--- config.mk ---
export PLATFORM = sky130hd
export DESIGN_NAME = pipe_hazard_ctrl
export DESIGN_NICKNAME = d
export VERILOG_FILES = /design/src/rtl/rv_pipe_pkg.sv /design/src/rtl/hz_sb_entry.sv /design/src/rtl/pipe_hazard_ctrl.sv
export SDC_FILE = /design/constraint.sdc
export NUM_CORES = 1
export LEC_CHECK = 0
export BUFFER_PORTS_ARGS = -buffer_cell sky130_fd_sc_hd__clkbuf_2
export CORE_ASPECT_RATIO = 1.1
export CORE_MARGIN = 4
export CORE_UTILIZATION = 40
export CTS_CLUSTER_SIZE = 16
export DETAILED_ROUTE_END_ITERATION = 7
export SYNTH_ARGS = -nofsm -noshare
export SYNTH_HDL_FRONTEND = slang
export SYNTH_SLANG_ARGS = --single-unit
--- constraint.sdc ---
create_clock -name clk -period 2.9 [get_ports clk]
set_clock_uncertainty 0.2 [all_clocks]
set_input_delay 0 -clock clk [delete_from_list [all_inputs] [get_ports clk]]
set_output_delay 0 -clock clk [all_outputs]
set_load 0.05 [all_outputs]
--- src/rtl/rv_pipe_pkg.sv ---
// Shared constants for the RV32I pipeline hazard controller: pipeline-register
// indices, forwarding-source codes, controller states and the redirect flush mask.
package rv_pipe_pkg;

    localparam int PR_IFID  = 0;
    localparam int PR_IDEX  = 1;
    localparam int PR_EXMEM = 2;
    localparam int PR_MEMWB = 3;

    localparam logic [1:0] FWD_RF  = 2'd0;
    localparam logic [1:0] FWD_EX  = 2'd1;
    localparam logic [1:0] FWD_MEM = 2'd2;
    localparam logic [1:0] FWD_WB  = 2'd3;

    typedef enum logic [1:0] {
        ST_RUN   = 2'd0,
        ST_IWAIT = 2'd1,
        ST_DWAIT = 2'd2
    } hz_state_e;

    // A redirect resolved in stage N kills every younger pipeline register [N:0].
    function automatic logic [3:0] redir_flush_mask(input int resolve_stage);
        logic [3:0] m;
        m = '0;
        for (int i = 0; i < 4; i++) begin
            if (i <= resolve_stage) m[i] = 1'b1;
        end
        return m;
    endfunction

endpackage

--- src/rtl/hz_sb_entry.sv ---
// One scoreboard slot tracking the destination register of an in-flight
// instruction, plus its match against the two ID-stage source operands.
module hz_sb_entry #(
    parameter int REG_AW = 5
) (
    input  logic              clk,
    input  logic              rst_n,
    input  logic              i_en,
    input  logic              i_bubble,
    input  logic              i_v,
    input  logic [REG_AW-1:0] i_rd,
    input  logic              i_wr,
    input  logic              i_load,
    input  logic              i_id_valid,
    input  logic [REG_AW-1:0] i_rs1,
    input  logic              i_use_rs1,
    input  logic [REG_AW-1:0] i_rs2,
    input  logic              i_use_rs2,
    output logic              o_v,
    output logic [REG_AW-1:0] o_rd,
    output logic              o_wr,
    output logic              o_load,
    output logic              o_hit1,
    output logic              o_hit2
);

    logic              r_v;
    logic [REG_AW-1:0] r_rd;
    logic              r_wr;
    logic              r_load;
    logic              w_producer;

    // A bubble also acts as the invalidate path for flushed stages.
    always_ff @(posedge clk or negedge rst_n) begin
        if (!rst_n) begin
            r_v    <= 1'b0;
            r_rd   <= '0;
            r_wr   <= 1'b0;
            r_load <= 1'b0;
        end else if (i_en) begin
            r_v    <= i_v & ~i_bubble;
            r_rd   <= i_rd;
            r_wr   <= i_wr;
            r_load <= i_load;
        end
    end

    assign w_producer = r_v & r_wr & (r_rd != '0) & i_id_valid;
    assign o_hit1     = w_producer & i_use_rs1 & (r_rd == i_rs1);
    assign o_hit2     = w_producer & i_use_rs2 & (r_rd == i_rs2);

    assign o_v    = r_v;
    assign o_rd   = r_rd;
    assign o_wr   = r_wr;
    assign o_load = r_load;

endmodule

--- src/rtl/pipe_hazard_ctrl.sv ---
// Hazard, stall and flush controller for a 5-stage RV32I pipeline: scoreboard
// driven forwarding, load-use/no-forward stalls, memory-wait freezes and redirects.
module pipe_hazard_ctrl
    import rv_pipe_pkg::*;
#(
    parameter int REG_AW        = 5,
    parameter int RESOLVE_STAGE = 1,
    parameter int FWD_EN        = 1,
    parameter int CNT_W         = 32
) (
    input  logic              clk,
    input  logic              rst_n,
    input  logic              id_valid,
    input  logic [REG_AW-1:0] id_rs1,
    input  logic [REG_AW-1:0] id_rs2,
    input  logic              id_use_rs1,
    input  logic              id_use_rs2,
    input  logic [REG_AW-1:0] id_rd,
    input  logic              id_wr,
    input  logic              id_load,
    input  logic              redirect,
    input  logic              acki_n,
    input  logic              mem_req,
    input  logic              ackd_n,
    output logic              pc_en,
    output logic [3:0]        pr_en,
    output logic [3:0]        pr_flush,
    output logic [1:0]        fwd_a,
    output logic [1:0]        fwd_b,
    output logic [CNT_W-1:0]  stall_cnt,
    output logic [1:0]        state
);

    localparam logic [3:0] REDIR_MASK = redir_flush_mask(RESOLVE_STAGE);

    hz_state_e        r_state;
    hz_state_e        w_state_next;
    logic             r_pend_redir;
    logic [CNT_W-1:0] r_stall_cnt;

    // Slot 0 = EX, 1 = MEM, 2 = WB; each slot is fed from the one before it.
    logic              w_v      [3];
    logic [REG_AW-1:0] w_rd     [3];
    logic              w_wr     [3];
    logic              w_ld     [3];
    logic              w_src_v  [3];
    logic [REG_AW-1:0] w_src_rd [3];
    logic              w_src_wr [3];
    logic              w_src_ld [3];
    logic [2:0]        w_hit1;
    logic [2:0]        w_hit2;

    logic w_frozen;
    logic w_redir;
    logic w_hazard;

    genvar gi;
    generate
        for (gi = 0; gi < 3; gi++) begin : g_sb
            localparam int PR_IDX = (gi == 0) ? PR_IDEX : (gi == 1) ? PR_EXMEM : PR_MEMWB;
            if (gi == 0) begin : g_from_id
                assign w_src_v[gi]  = id_valid;
                assign w_src_rd[gi] = id_rd;
                assign w_src_wr[gi] = id_wr;
                assign w_src_ld[gi] = id_load;
            end else begin : g_from_prev
                assign w_src_v[gi]  = w_v[gi-1];
                assign w_src_rd[gi] = w_rd[gi-1];
                assign w_src_wr[gi] = w_wr[gi-1];
                assign w_src_ld[gi] = w_ld[gi-1];
            end
            hz_sb_entry #(
                .REG_AW (REG_AW)
            ) u_entry (
                .clk        (clk),
                .rst_n      (rst_n),
                .i_en       (pr_en[PR_IDX]),
                .i_bubble   (pr_flush[PR_IDX]),
                .i_v        (w_src_v[gi]),
                .i_rd       (w_src_rd[gi]),
                .i_wr       (w_src_wr[gi]),
                .i_load     (w_src_ld[gi]),
                .i_id_valid (id_valid),
                .i_rs1      (id_rs1),
                .i_use_rs1  (id_use_rs1),
                .i_rs2      (id_rs2),
                .i_use_rs2  (id_use_rs2),
                .o_v        (w_v[gi]),
                .o_rd       (w_rd[gi]),
                .o_wr       (w_wr[gi]),
                .o_load     (w_ld[gi]),
                .o_hit1     (w_hit1[gi]),
                .o_hit2     (w_hit2[gi])
            );
        end

        if (FWD_EN != 0) begin : g_fwd
            assign w_hazard = w_ld[0] & (w_hit1[0] | w_hit2[0]);
            assign fwd_a = w_hit1[0] ? FWD_EX : w_hit1[1] ? FWD_MEM : w_hit1[2] ? FWD_WB : FWD_RF;
            assign fwd_b = w_hit2[0] ? FWD_EX : w_hit2[1] ? FWD_MEM : w_hit2[2] ? FWD_WB : FWD_RF;
        end else begin : g_nofwd
            assign w_hazard = |{w_hit1, w_hit2};
            assign fwd_a    = FWD_RF;
            assign fwd_b    = FWD_RF;
        end
    endgenerate

    // Once in DWAIT only the dmem ack releases the freeze.
    assign w_frozen = (r_state == ST_DWAIT) ? ackd_n : (mem_req & ackd_n);
    assign w_redir  = redirect | r_pend_redir;

    always_comb begin
        pc_en        = 1'b1;
        pr_en        = 4'hF;
        pr_flush     = 4'h0;
        w_state_next = ST_RUN;
        if (w_frozen) begin
            pc_en = 1'b0;
            pr_en = 4'h0;
        end else if (w_redir) begin
            pr_flush = REDIR_MASK;
        end else if (w_hazard | acki_n) begin
            pc_en             = 1'b0;
            pr_en[PR_IFID]    = 1'b0;
            pr_flush[PR_IDEX] = 1'b1;
        end
        if (w_frozen) begin
            w_state_next = ST_DWAIT;
        end else if (acki_n) begin
            w_state_next = ST_IWAIT;
        end
    end

    always_ff @(posedge clk or negedge rst_n) begin
        if (!rst_n) begin
            r_state      <= ST_RUN;
            r_pend_redir <= 1'b0;
            r_stall_cnt  <= '0;
        end else begin
            r_state      <= w_state_next;
            r_pend_redir <= w_frozen & (r_pend_redir | redirect);
            if (!pc_en && (r_stall_cnt != '1)) begin
                r_stall_cnt <= r_stall_cnt + CNT_W'(1);
            end
        end
    end

    assign state     = r_state;
    assign stall_cnt = r_stall_cnt;

endmodule

==> metrics.log, run 1 <==
[metrics] static leakage: 1.85 nW
[metrics] vertical die dimension: just under 100 µm
[metrics] layout filler cell count: 727
[metrics] global routing usage on met1: between 20% and 30%
[metrics] sequential cell area fraction in the yosys report: 47.1%
[metrics] Detail Placement HPWL: 5330 µm
[metrics] Place WS: roughly 24 ps
[metrics] final count of negative-setup-slack endpoints: 0
[metrics] nature of the critical path endpoint: flip-flop
[metrics] post-synthesis instance area: 0.00303 mm²
[metrics] Post-CTS Setup Bufs: 0
[metrics] final weighted congestion of routability-driven global placement: 0.920
[metrics] count of state elements after synthesis: 57
[metrics] Final WS setup: between 300 and 400 ps
[metrics] Placeable Area: about 0.0074 mm²
[metrics] distinct cell type count of the synthesized netlist: 41
[metrics] root buffer cell: clkbuf_8
[metrics] H-tree depth: 3
[metrics] share of cells above drive strength 1: 25.5%
[metrics] Ys Warns: 0
[metrics] Critical-path top delay cell: nor3_4
[metrics] GR Util met3: 4.69%
[metrics] antenna cell count: 0
[metrics] data arrival time of the critical path: 2590 ps
[metrics] 1st-pass router iterations: 4
[metrics] Design Power: between 2 and 2.5 mW
[metrics] clock network latency to the later pin of the worst-skew pair: approximately 330 ps
[metrics] gate count of the mapped netlist: 321
[metrics] final hold violation count: 0
[metrics] cts bufs inserted: 9
[metrics] quantity of I/O buffers inserted on ports: 70
[metrics] # DRC: 0
[metrics] width of the die: 91.0 µm
[metrics] Via Count: 2545
[metrics] deepest clock path buffer count: 2
[metrics] wirelength, routed: 7230 µm
[metrics] peak clock frequency supported by timing: 388 MHz
[metrics] worst relative slew slack: 50.9%
[metrics] unrepaired setup endpoints after global routing: no
[metrics] max-slew violation count: 0
[metrics] power density cells: 605 mW/mm²
[metrics] placed standard-cell area: ~0.0035 mm²
[metrics] area used by multi-input combinational logic: approximately 0.0015 mm²
[metrics] global-route total usage across every layer: 17.2%
[metrics] CTS clk-pin slew, worst paths: 70 ps
[metrics] number of ports placed on the die boundary: 73
[metrics] slowest cell delay on critical path: 620 ps
[metrics] met2 capacity usage during global routing: 28.1%
[metrics] path category of the worst min-delay check: input pin to flip-flop
[metrics] portion of the clock cycle consumed by the worst path in the final layout: 88.9%
[metrics] Storage cell area: roughly 0.0014 mm²
[metrics] fin crit period: approximately 2600 ps
[metrics] final instance area: roughly 0.0038 mm²
[metrics] antenna violations before repair: 0
[metrics] worst vdd ir: 0.524 mV
[metrics] CTS tree: built
[metrics] pin slew with the least headroom to its limit: 734 ps
[metrics] vias in the first global route: 2616
[metrics] full die area: 0.00903 mm²
[metrics] number of antenna-violating nets in the routed design: 0
[metrics] endpoint required time on the critical path: between 2000 and 3000 ps
[metrics] crit path kind: flip-flop to flip-flop
[metrics] average detailed-routed wire length per instance: 14.4 µm
[metrics] area added between synthesis and finish: 26.1%
[metrics] post-DR vias/cell: 5.07
[metrics] number of sinks handled by clock tree synthesis: 57
[metrics] Std-Cell Rows: 33
[metrics] first-pass GRT wire length: roughly 13000 µm
[metrics] global route overflow: 0
[metrics] Nets: 437
[metrics] critical-path maximum fanout: 20
[metrics] crit start category: flip-flop
[metrics] setup tns final: 0 ps
[metrics] result of the run: completed
[metrics] pin count of the biggest net entering global routing: 36
[metrics] syn avg cell area: 9.44 µm²
[metrics] Critical Path, Cell by Cell: xor2_1 -> nor4_1 -> and3_1 -> nor3_1 -> nor3_4 -> mux2_2
[metrics] max-cap violation count: 0
[metrics] initial core utilization: between 40% and 50%
[metrics] worst hold slack: 11.0 ps
[metrics] Iteration-0 DRC Markers: 116
[metrics] most congested layer reported by global routing: met2
per-layer routing:
layer	vias up	share of wire [%]	wire length, µm
met5	-	0	0
met4	0	1.2	88
met3	9	5.3	380
met2	66	49	3530
met1	1216	45	3240
li1	1254	-	-
critical path: cells and delay by family, from the launching register on:
kind | cells | cell delay (ps)
flip-flops | 1 | 430
AND/OR/NAND/NOR | 4 | 1230
XOR/XNOR | 1 | 180
multiplexers | 1 | 400
cell usage after synthesis:
library cell / n / share of area, %
nor3_1: 9 / 1.5
nor2b_1: 2 / 0.41
buf_6: 1 / 0.37
or4_1: 1 / 0.25
nor4_1: 7 / 1.4
dfrtp_1: 57 / 47
nor2_2: 1 / 0.21
nor4b_2: 1 / 0.50
and4b_1: 1 / 0.33
nand4_1: 11 / 2.3
o21ai_1: 1 / 0.17
buf_1: 1 / 0.12
nor2_1: 12 / 1.5
o21ai_0: 5 / 0.83
and2_1: 5 / 1.0
clkbuf_1: 4 / 0.50
a31oi_1: 1 / 0.21
nand2_1: 79 / 9.8
o21a_1: 1 / 0.25
xnor2_1: 29 / 8.4
nand4_2: 1 / 0.41
and4_1: 1 / 0.29
nor4_4: 1 / 0.70
conb_1: 1 / 0.12
nand4b_1: 2 / 0.58
o2111ai_1: 1 / 0.29
a21oi_1: 2 / 0.33
or2_1: 1 / 0.21
inv_1: 2 / 0.25
buf_2: 2 / 0.33
nor4_2: 3 / 1.2
o211ai_1: 1 / 0.25
nand3_1: 21 / 3.5
mux2_2: 1 / 0.37
ha_1: 1 / 0.41
nand3b_1: 4 / 0.99
buf_4: 7 / 1.7
and3_2: 1 / 0.25
and2_2: 1 / 0.25
and3_1: 7 / 1.4
xor2_1: 31 / 9.0
logic make-up (layout without fill, tap and decap cells):
kind of cell	after synthesis	in the layout	share of synthesized area (%)
xor+xnor	60	60	17.3
other cells	1	2	0.124
flops	57	57	47.1
mux	1	1	0.372
buf+inv	17	110	3.30
simple gates	172	172	29.0
fa+ha+maj	1	1	0.413
compound gates	12	12	2.31
power by group:
part,switching (mW),internal [mW]
Combinational,0.372,0.170
Clock,0.311,0.467
Sequential,0.113,0.879
layout make-up:
class                           instances  area share [%]
Clock inverter                          2           0.917
Clock buffer                           14            4.52
Timing Repair Buffer                   92            14.3
Tap cell                               87            2.85
Sequential cell                        57            37.3
Inverter                                2           0.197
Multi-Input combinational cell        248            39.8
flip-flops by register name (all words and copies together), names as in the netlist:
name and flops:
r_pend_redir 1, state 2, stall_cnt 32, g_sb.u_entry.o_rd 15, g_sb.u_entry.o_v 3, g_sb.u_entry.o_load 1, g_sb.u_entry.o_wr 3
final timing paths:
check	start	to	slack (ps)	cells after the start
min reg2reg	g_sb[2].u_entry.o_v	g_sb[2].u_entry.o_v	270	2
max in group asynchronous	rst_n	stall_cnt[21]	1720	4
max reg2reg	g_sb[0].u_entry.o_rd[2]	stall_cnt[1]	320	6
min	ackd_n	r_pend_redir	10	4
max	g_sb[0].u_entry.o_rd[2]	stall_cnt[1]	320	6
min in group asynchronous	rst_n	g_sb[2].u_entry.o_wr	50	3
what timing repair did:
action | 4_1_cts | 5_1_grt
resized for setup | 1 | 1
gates cloned | 0 | 0
hold buffers | 13 | 0
hold endpoints to repair | 67 | 0
setup endpoints to repair | 1 | 2
through the flow:
step / util [%] / std cells
3_3_place_gp: 46.8 / 473
2_1_floorplan: - / 322
6_report: 51.4 / 502
4_1_cts: 51.4 / 502
3_5_place_dp: 46.8 / 473
5_1_grt: 51.4 / 502
cells in the final DEF (no fill, tap or decap), types with 2 or more instances in the layout:
cell / instances
nand2_1: 79
clkbuf_2: 70
dfrtp_1: 57
xor2_1: 31
xnor2_1: 29
nand3_1: 21
dlygate4sd3_1: 13
nor2_1: 12
clkbuf_8: 12
nand4_1: 11
buf_4: 9
nor3_1: 8
nor4_1: 7
and3_1: 7
and2_1: 5
o21ai_0: 5
nand3b_1: 4
nor4_2: 3
nor2b_1: 2
inv_1: 2
a21oi_1: 2
nand4b_1: 2
conb_1: 2
clkbuf_1: 2
Power figures use the tool's default switching activity.
==> inputs of run 2 (changes only) <==
- ABC_AREA: not set -> 1
- CORE_MARGIN: 4 -> 5
==> metrics.log, run 2 <==
[metrics] number of ports placed on the die boundary: 73 (unchanged)
[metrics] Storage cell area: 0.00143 mm² (unchanged)
[metrics] Critical-path top delay cell: nand3_2
[metrics] global route overflow: 0 (unchanged)
[metrics] quantity of I/O buffers inserted on ports: 70 (unchanged)
[metrics] Hold Buf Count CTS: 14 (+1)
[metrics] top cell type by total area after synthesis: dfrtp_1
[metrics] combinational share of power: 25.4% (+1.9 points)
[metrics] Sw Share: 37.3% (+2.9 points)
[metrics] final hold violation count: 0 (unchanged)
[metrics] critical-path maximum fanout: 30 (+50%)
[metrics] Detail Placement HPWL: 8440 µm (+58%)
[metrics] antenna violations before repair: 0 (unchanged)
[metrics] average detailed-routed wire length per instance: 15.1 µm (+4.5%)
[metrics] internal power: 1.54 mW (+1.6%)
[metrics] gate count of the mapped netlist: 546 (+70%)
[metrics] first-pass GRT wire length: 18600 µm (+47%)
[metrics] cell seen most often among critical-path stages: nand2_1
[metrics] post-DR vias/cell: 5.20 (+2.5%)
[metrics] slowest cell delay on critical path: 510 ps (-110 ps)
[metrics] top cell type's share of synthesized area: 37.5% (-9.6 points)
[metrics] antenna cell count: 0 (unchanged)
[metrics] share of cells above drive strength 1: 17.2% (-8.3 points)
[metrics] Nets: 649 (+49%)
[metrics] most used cells in the layout excluding fill and tap cells: nand2_1, clkbuf_2, dfrtp_1
[metrics] part of the total power dissipated in sequential elements: 40.5% (-2.4 points)
[metrics] crit path kind: flip-flop to flip-flop
[metrics] Design Power: 2.46 mW (+6.2%)
[metrics] switching component of the power: 0.916 mW (+15%)
[metrics] clock network latency to the later pin of the worst-skew pair: 340 ps (about the same)
[metrics] full die area: 0.0116 mm² (+28%)
[metrics] most congested layer reported by global routing: met2
[metrics] sequential cell area fraction in the yosys report: 37.5% (-9.6 points)
[metrics] data arrival time of the critical path: 2450 ps (-140 ps)
[metrics] Critical Path, Cell by Cell: a21oi_1 -> nand2_1 -> nor2_1 -> nand3_2 -> nand2_1 -> nand2_1 -> nand3_4 -> nand3_2 -> nand2_1 -> nand2_1
[metrics] Via Count: 3866 (+52%)
[metrics] predominant post-synthesis flop cell: dfrtp_1
[metrics] final weighted congestion of routability-driven global placement: 0.982 (+6.7%)
[metrics] vias in the first global route: 3774 (+44%)
[metrics] worst hold slack: 20.3 ps (+9.33 ps)
[metrics] vertical die dimension: 112 µm (+13%)
[metrics] distinct cell type count of the synthesized netlist: 33 (-20%)
[metrics] 1st-pass router iterations: 5 (+1)
[metrics] GR Util met3: 3.73% (-0.96 points)
[metrics] Core Util, Final: 49.0% (-2.4 points)
[metrics] most instantiated cells after synthesis: nand2_1, dfrtp_1, nor2_1, inv_1, nand4_1
[metrics] global-route total usage across every layer: 20.1% (+3.0 points)
[metrics] Std-Cell Rows: 37 (+12%)
[metrics] synth top area cells: dfrtp_1, nand2_1, nand4_1
[metrics] syn avg cell area: 6.97 µm² (-26%)
[metrics] static leakage: 2.36 nW (+28%)
[metrics] count of state elements after synthesis: 57 (unchanged)
[metrics] worst relative slew slack: 58.8% (+7.9 points)
[metrics] Iteration-0 DRC Markers: 163 (+41%)
[metrics] layout filler cell count: 959 (+32%)
[metrics] Largest register FFs: 32 (unchanged)
[metrics] CTS clk-pin slew, worst paths: 80 ps (about the same)
[metrics] unrepaired setup endpoints after global routing: no
[metrics] portion of the clock cycle consumed by the worst path in the final layout: 83.7% (-5.1 points)
[metrics] final count of negative-setup-slack endpoints: 0 (unchanged)
[metrics] nature of the critical path endpoint: flip-flop
[metrics] proportion of register bits with asynchronous set or reset after synthesis: 100% (unchanged)
[metrics] number of enable flip-flop cells after synthesis: 0 (unchanged)
[metrics] number of antenna-violating nets in the routed design: 0 (unchanged)
[metrics] fin crit period: 2430 ps (-148 ps)
[metrics] CTS-repair resized insts: 0 (-1)
[metrics] peak clock frequency supported by timing: 412 MHz (+6.1%)
[metrics] max-cap violation count: 0 (unchanged)
[metrics] max-slew violation count: 0 (unchanged)
[metrics] area added between synthesis and finish: 19.9%
[metrics] path category of the worst min-delay check: input pin to flip-flop
[metrics] worst vdd ir: 0.445 mV (-15%)
[metrics] H-tree depth: 3 (unchanged)
[metrics] crit start category: flip-flop
[metrics] Placeable Area: 0.00931 mm² (+25%)
[metrics] met2 capacity usage during global routing: 34.8% (+6.7 points)
[metrics] library cell with the highest instance count after synthesis: nand2_1
[metrics] post-synthesis instance area: 0.00380 mm² (+26%)
[metrics] area used by multi-input combinational logic: 0.00203 mm² (+33%)
[metrics] # DRC: 0 (unchanged)
[metrics] global routing usage on met1: 24.9% (+2.5 points)
[metrics] initial core utilization: 40.9% (+0.12 points)
[metrics] CTS tree: built
[metrics] Ys Warns: 0 (unchanged)
[metrics] root buffer cell: clkbuf_8
[metrics] part of the power in the clock network: 34.1% (+0.5 points)
[metrics] pin count of the biggest net entering global routing: 58 (+61%)
[metrics] width of the die: 103 µm (+13%)
[metrics] result of the run: completed
[metrics] pin slew with the least headroom to its limit: 618 ps (-117 ps)
[metrics] setup tns final: 0 ps (unchanged)
[metrics] power density cells: 538 mW/mm² (-11%)
[metrics] Place WS: 436 ps (+412 ps)
[metrics] most common cell after layout, fill and taps aside: nand2_1
[metrics] endpoint required time on the critical path: 2920 ps (about the same)
[metrics] number of sinks handled by clock tree synthesis: 57 (unchanged)
[metrics] cts bufs inserted: 9 (unchanged)
[metrics] Post-CTS Setup Bufs: 0 (unchanged)
[metrics] Final WS setup: 471 ps (+148 ps)
[metrics] wirelength, routed: 11200 µm (+55%)
[metrics] deepest clock path buffer count: 2 (unchanged)
==> run 2: critical path: cells and delay by family, from the launching register on <==
family          cells  cell delay (ps)
simple gates        9             1410
flops               1              490
compound gates      1              200
==> run 2: power groups by stage <==
stage | clock network, mW | registers, mW | logic [mW]
2_1_floorplan | 0 | 1.09 | 0.358
3_3_place_gp | 0 | 1.01 | 0.606
3_5_place_dp | 0 | 1.01 | 0.610
4_1_cts | 0.869 | 0.991 | 0.629
5_1_grt | 0.895 | 1.01 | 0.687
6_report | 0.838 | 0.994 | 0.623
==> run 2: cell families (layout without fill, tap and decap cells) <==
group,count (synthesis),in the layout,synth area share [%]
buf+inv,77,157,9.28
compound gates,34,34,4.80
simple gates,342,342,40.2
other cells,1,2,0.0986
flops,57,57,37.5
fa+ha+maj,1,1,0.329
xor+xnor,34,34,7.83
==> run 2: cell type report <==
cell class	count	area share, %
Multi-Input combinational cell	413	44.5
Clock inverter	7	2.08
Tap cell	117	3.21
Clock buffer	9	2.72
Sequential cell	57	31.3
Inverter	51	4.20
Timing Repair Buffer	90	12.0
==> run 2: metrics by stage <==
| stage | instances | area (µm²) |
|---|---|---|
| finish | 744 | 4560 |
| global placement | 714 | 4200 |
| CTS | 744 | 4560 |
| floorplan | 547 | 3810 |
| global route | 744 | 4560 |
| detailed placement | 714 | 4200 |
==> run 2: layer usage <==
| metal | up-vias | wire length, µm |
|---|---|---|
| met5 | - | 0 |
| met4 | 0 | 248 |
| met3 | 17 | 518 |
| met2 | 106 | 5730 |
| met1 | 1839 | 4700 |
| li1 | 1904 | - |
==> run 2: worst paths after layout <==
| kind | end | cells after the start | slack (ps) | from |
|---|---|---|---|---|
| min in group asynchronous | g_sb[1].u_entry.o_wr | 4 | 550 | rst_n |
| max | stall_cnt[16] | 10 | 470 | g_sb[0].u_entry.o_rd[3] |
| min | state[1] | 4 | 20 | ackd_n |
| min reg2reg | g_sb[1].u_entry.o_rd[1] | 2 | 280 | g_sb[1].u_entry.o_rd[1] |
| max in group asynchronous | g_sb[0].u_entry.o_rd[1] | 4 | 1680 | rst_n |
| max reg2reg | stall_cnt[16] | 10 | 470 | g_sb[0].u_entry.o_rd[3] |
==> inputs of run 3 (changes only) <==
- clock period: 2.9 -> 2 ns (I/O delays scaled with it)
==> metrics.log, run 3 (synthesized netlist as in run 2, its figures left out) <==
[metrics] layout filler cell count: 905 (-5.6%)
[metrics] path category of the worst min-delay check: input pin to async pin
[metrics] crit start category: flip-flop
[metrics] worst relative slew slack: 57.1% (-1.7 points)
[metrics] crit path kind: flip-flop to output pin
[metrics] worst setup slack for register-to-register paths: 50 ps (-420 ps)
[metrics] Design Power: 3.88 mW (+58%)
[metrics] wirelength, routed: 11800 µm (+5.4%)
[metrics] deepest clock path buffer count: 2 (unchanged)
[metrics] post-DR vias/cell: 5.09 (-2.0%)
[metrics] cts bufs inserted: 9 (unchanged)
[metrics] max-slew violation count: 0 (unchanged)
[metrics] unrepaired setup endpoints after global routing: yes
[metrics] full die area: 0.0116 mm² (unchanged)
[metrics] Std-Cell Rows: 37 (unchanged)
[metrics] share of cells above drive strength 1: 29.8% (+13 points)
[metrics] global route overflow: 0 (unchanged)
[metrics] area added between synthesis and finish: 36.6%
[metrics] result of the run: complete, but fails checks
[metrics] count of placed standard cells including taps: 738 (+3.4%)
[metrics] number of sinks handled by clock tree synthesis: 57 (unchanged)
[metrics] vertical die dimension: 112 µm (unchanged)
[metrics] initial core utilization: 40.9% (unchanged)
[metrics] placed standard-cell area: 0.00453 mm² (+7.9%)
[metrics] max-cap violation count: 0 (unchanged)
[metrics] number of cells in the finished layout apart from fillers: 778 (+4.6%)
[metrics] launching point of the worst reg2reg path: g_sb[0].u_entry.o_rd[4]
[metrics] vias in the first global route: 4176 (+11%)
[metrics] 1st-pass router iterations: 4 (-1)
[metrics] width of the die: 103 µm (unchanged)
[metrics] global-route total usage across every layer: 21.7% (+1.5 points)
[metrics] clock network latency to the later pin of the worst-skew pair: 340 ps (about the same)
[metrics] start point of the critical path: g_sb[2].u_entry.o_rd[0]
[metrics] # DRC: 0 (unchanged)
[metrics] static leakage: 2.60 nW (+9.8%)
[metrics] power density cells: 747 mW/mm² (+39%)
[metrics] Final WS setup: -30.2 ps (-501 ps)
[metrics] number of antenna-violating nets in the routed design: 0 (unchanged)
[metrics] final count of negative-setup-slack endpoints: 1 (+1)
[metrics] Iteration-0 DRC Markers: 185 (+13%)
[metrics] Placeable Area: 0.00931 mm² (unchanged)
[metrics] final weighted congestion of routability-driven global placement: 0.893 (-9.0%)
[metrics] Largest register FFs: 32 (unchanged)
[metrics] final instance area: 0.00520 mm² (+14%)
[metrics] H-tree depth: 3 (unchanged)
[metrics] worst hold slack: 7.59 ps (-12.7 ps)
[metrics] antenna cell count: 0 (unchanged)
[metrics] average detailed-routed wire length per instance: 15.2 µm (+0.76%)
[metrics] most common cell after layout, fill and taps aside: nand2_1
[metrics] violations in the final reports: negative setup slack
[metrics] pin count of the biggest net entering global routing: 31 (-47%)
[metrics] portion of the clock cycle consumed by the worst path in the final layout: 102%
[metrics] pin slew with the least headroom to its limit: 642 ps (+23.9 ps)
[metrics] setup tns final: -30.2 ps (-30.2 ps)
[metrics] nature of the critical path endpoint: output pin
[metrics] endpoint required time on the critical path: 1800 ps (-1120 ps)
[metrics] worst vdd ir: 0.579 mV (+30%)
[metrics] quantity of I/O buffers inserted on ports: 70 (unchanged)
[metrics] Detail Placement HPWL: 8870 µm (+5.1%)
[metrics] Via Count: 3961 (+2.5%)
[metrics] critical-path maximum fanout: 4 (-87%)
[metrics] CTS tree: built
[metrics] number of ports placed on the die boundary: 73 (unchanged)
[metrics] data arrival time of the critical path: 1830 ps (-620 ps)
[metrics] CTS clk-pin slew, worst paths: 70 ps (about the same)
[metrics] peak clock frequency supported by timing: 493 MHz
[metrics] first-pass GRT wire length: 19900 µm (+7.1%)
[metrics] antenna violations before repair: 0 (unchanged)
[metrics] most used cells in the layout excluding fill and tap cells: nand2_1, clkbuf_2, inv_1
[metrics] Nets: 683 (+5.2%)
[metrics] final hold violation count: 0 (unchanged)
[metrics] root buffer cell: clkbuf_8
[metrics] fin crit period: between 2000 and 2500 ps
[run 3: cell count changes in the layout (fill, tap and decap cells not counted), sizes merged]
cell         change
clkinv           -2
buf             +42
dlygate4sd3      +1
clkbuf           -7
[run 3: worst paths after layout]
path                                                 to  depth (start not counted)
worst max-delay path                           fwd_b[1]                          5
worst min-delay path             g_sb[0].u_entry.o_load                          3
worst max register to register             stall_cnt[2]                         14
worst min register to register     g_sb[2].u_entry.o_wr                          2
max in group asynchronous       g_sb[2].u_entry.o_rd[2]                          3
min in group clk                   g_sb[0].u_entry.o_wr                          6
[run 3: worst max-delay path, cell delays in order, from the launching register on]
cell	delay [ps]
dfrtp_2	450
xor2_1	160
nor4_2	360
nand3_2	170
a21oi_2	190
buf_8	160
[run 3: timing repair]
action                     4_1_cts  5_1_grt
pin swaps                        9       17
hold buffers                    15        0
gates resized for setup         22       39
setup endpoints to repair        7       42
hold endpoints to repair        68        0
gates cloned                     1        0
buffers inserted                 6        2
[run 3: routing by layer]
metal | up-vias | GRT usage [%] | wire length [µm]
li1 | 1968 | - | -
met1 | 1883 | 24.6 | 4700
met2 | 86 | 39.3 | 6380
met3 | 24 | 4.60 | 451
met4 | 0 | 7.34 | 273
met5 | - | 0 | 0
[run 3: area by class of cell]
cell class | instances | area, µm² | share of cell area [%]
timing repair buffer | 124 | 987 | 19.0
tap | 117 | 146 | 2.82
clock buffer | 11 | 151 | 2.91
sequential | 57 | 1460 | 28.0
multi-input combinational | 413 | 2190 | 42.1
inverter | 51 | 191 | 3.68
clock inverter | 5 | 77.6 | 1.49
[run 3: stage by stage]
stage,setup slack (ps),util [%]
floorplan,-180,-
global placement,106,48.7
detailed placement,70.8,48.7
CTS,-26.8,54.5
global route,-103,55.8
finish,-30.2,55.8
[run 3: where the power goes]
part           total, mW  internal, mW  switching (mW)
sequential          1.45          1.29           0.162
combinational       1.16         0.420           0.740
clock               1.27         0.765           0.504
total               3.88          2.47            1.41
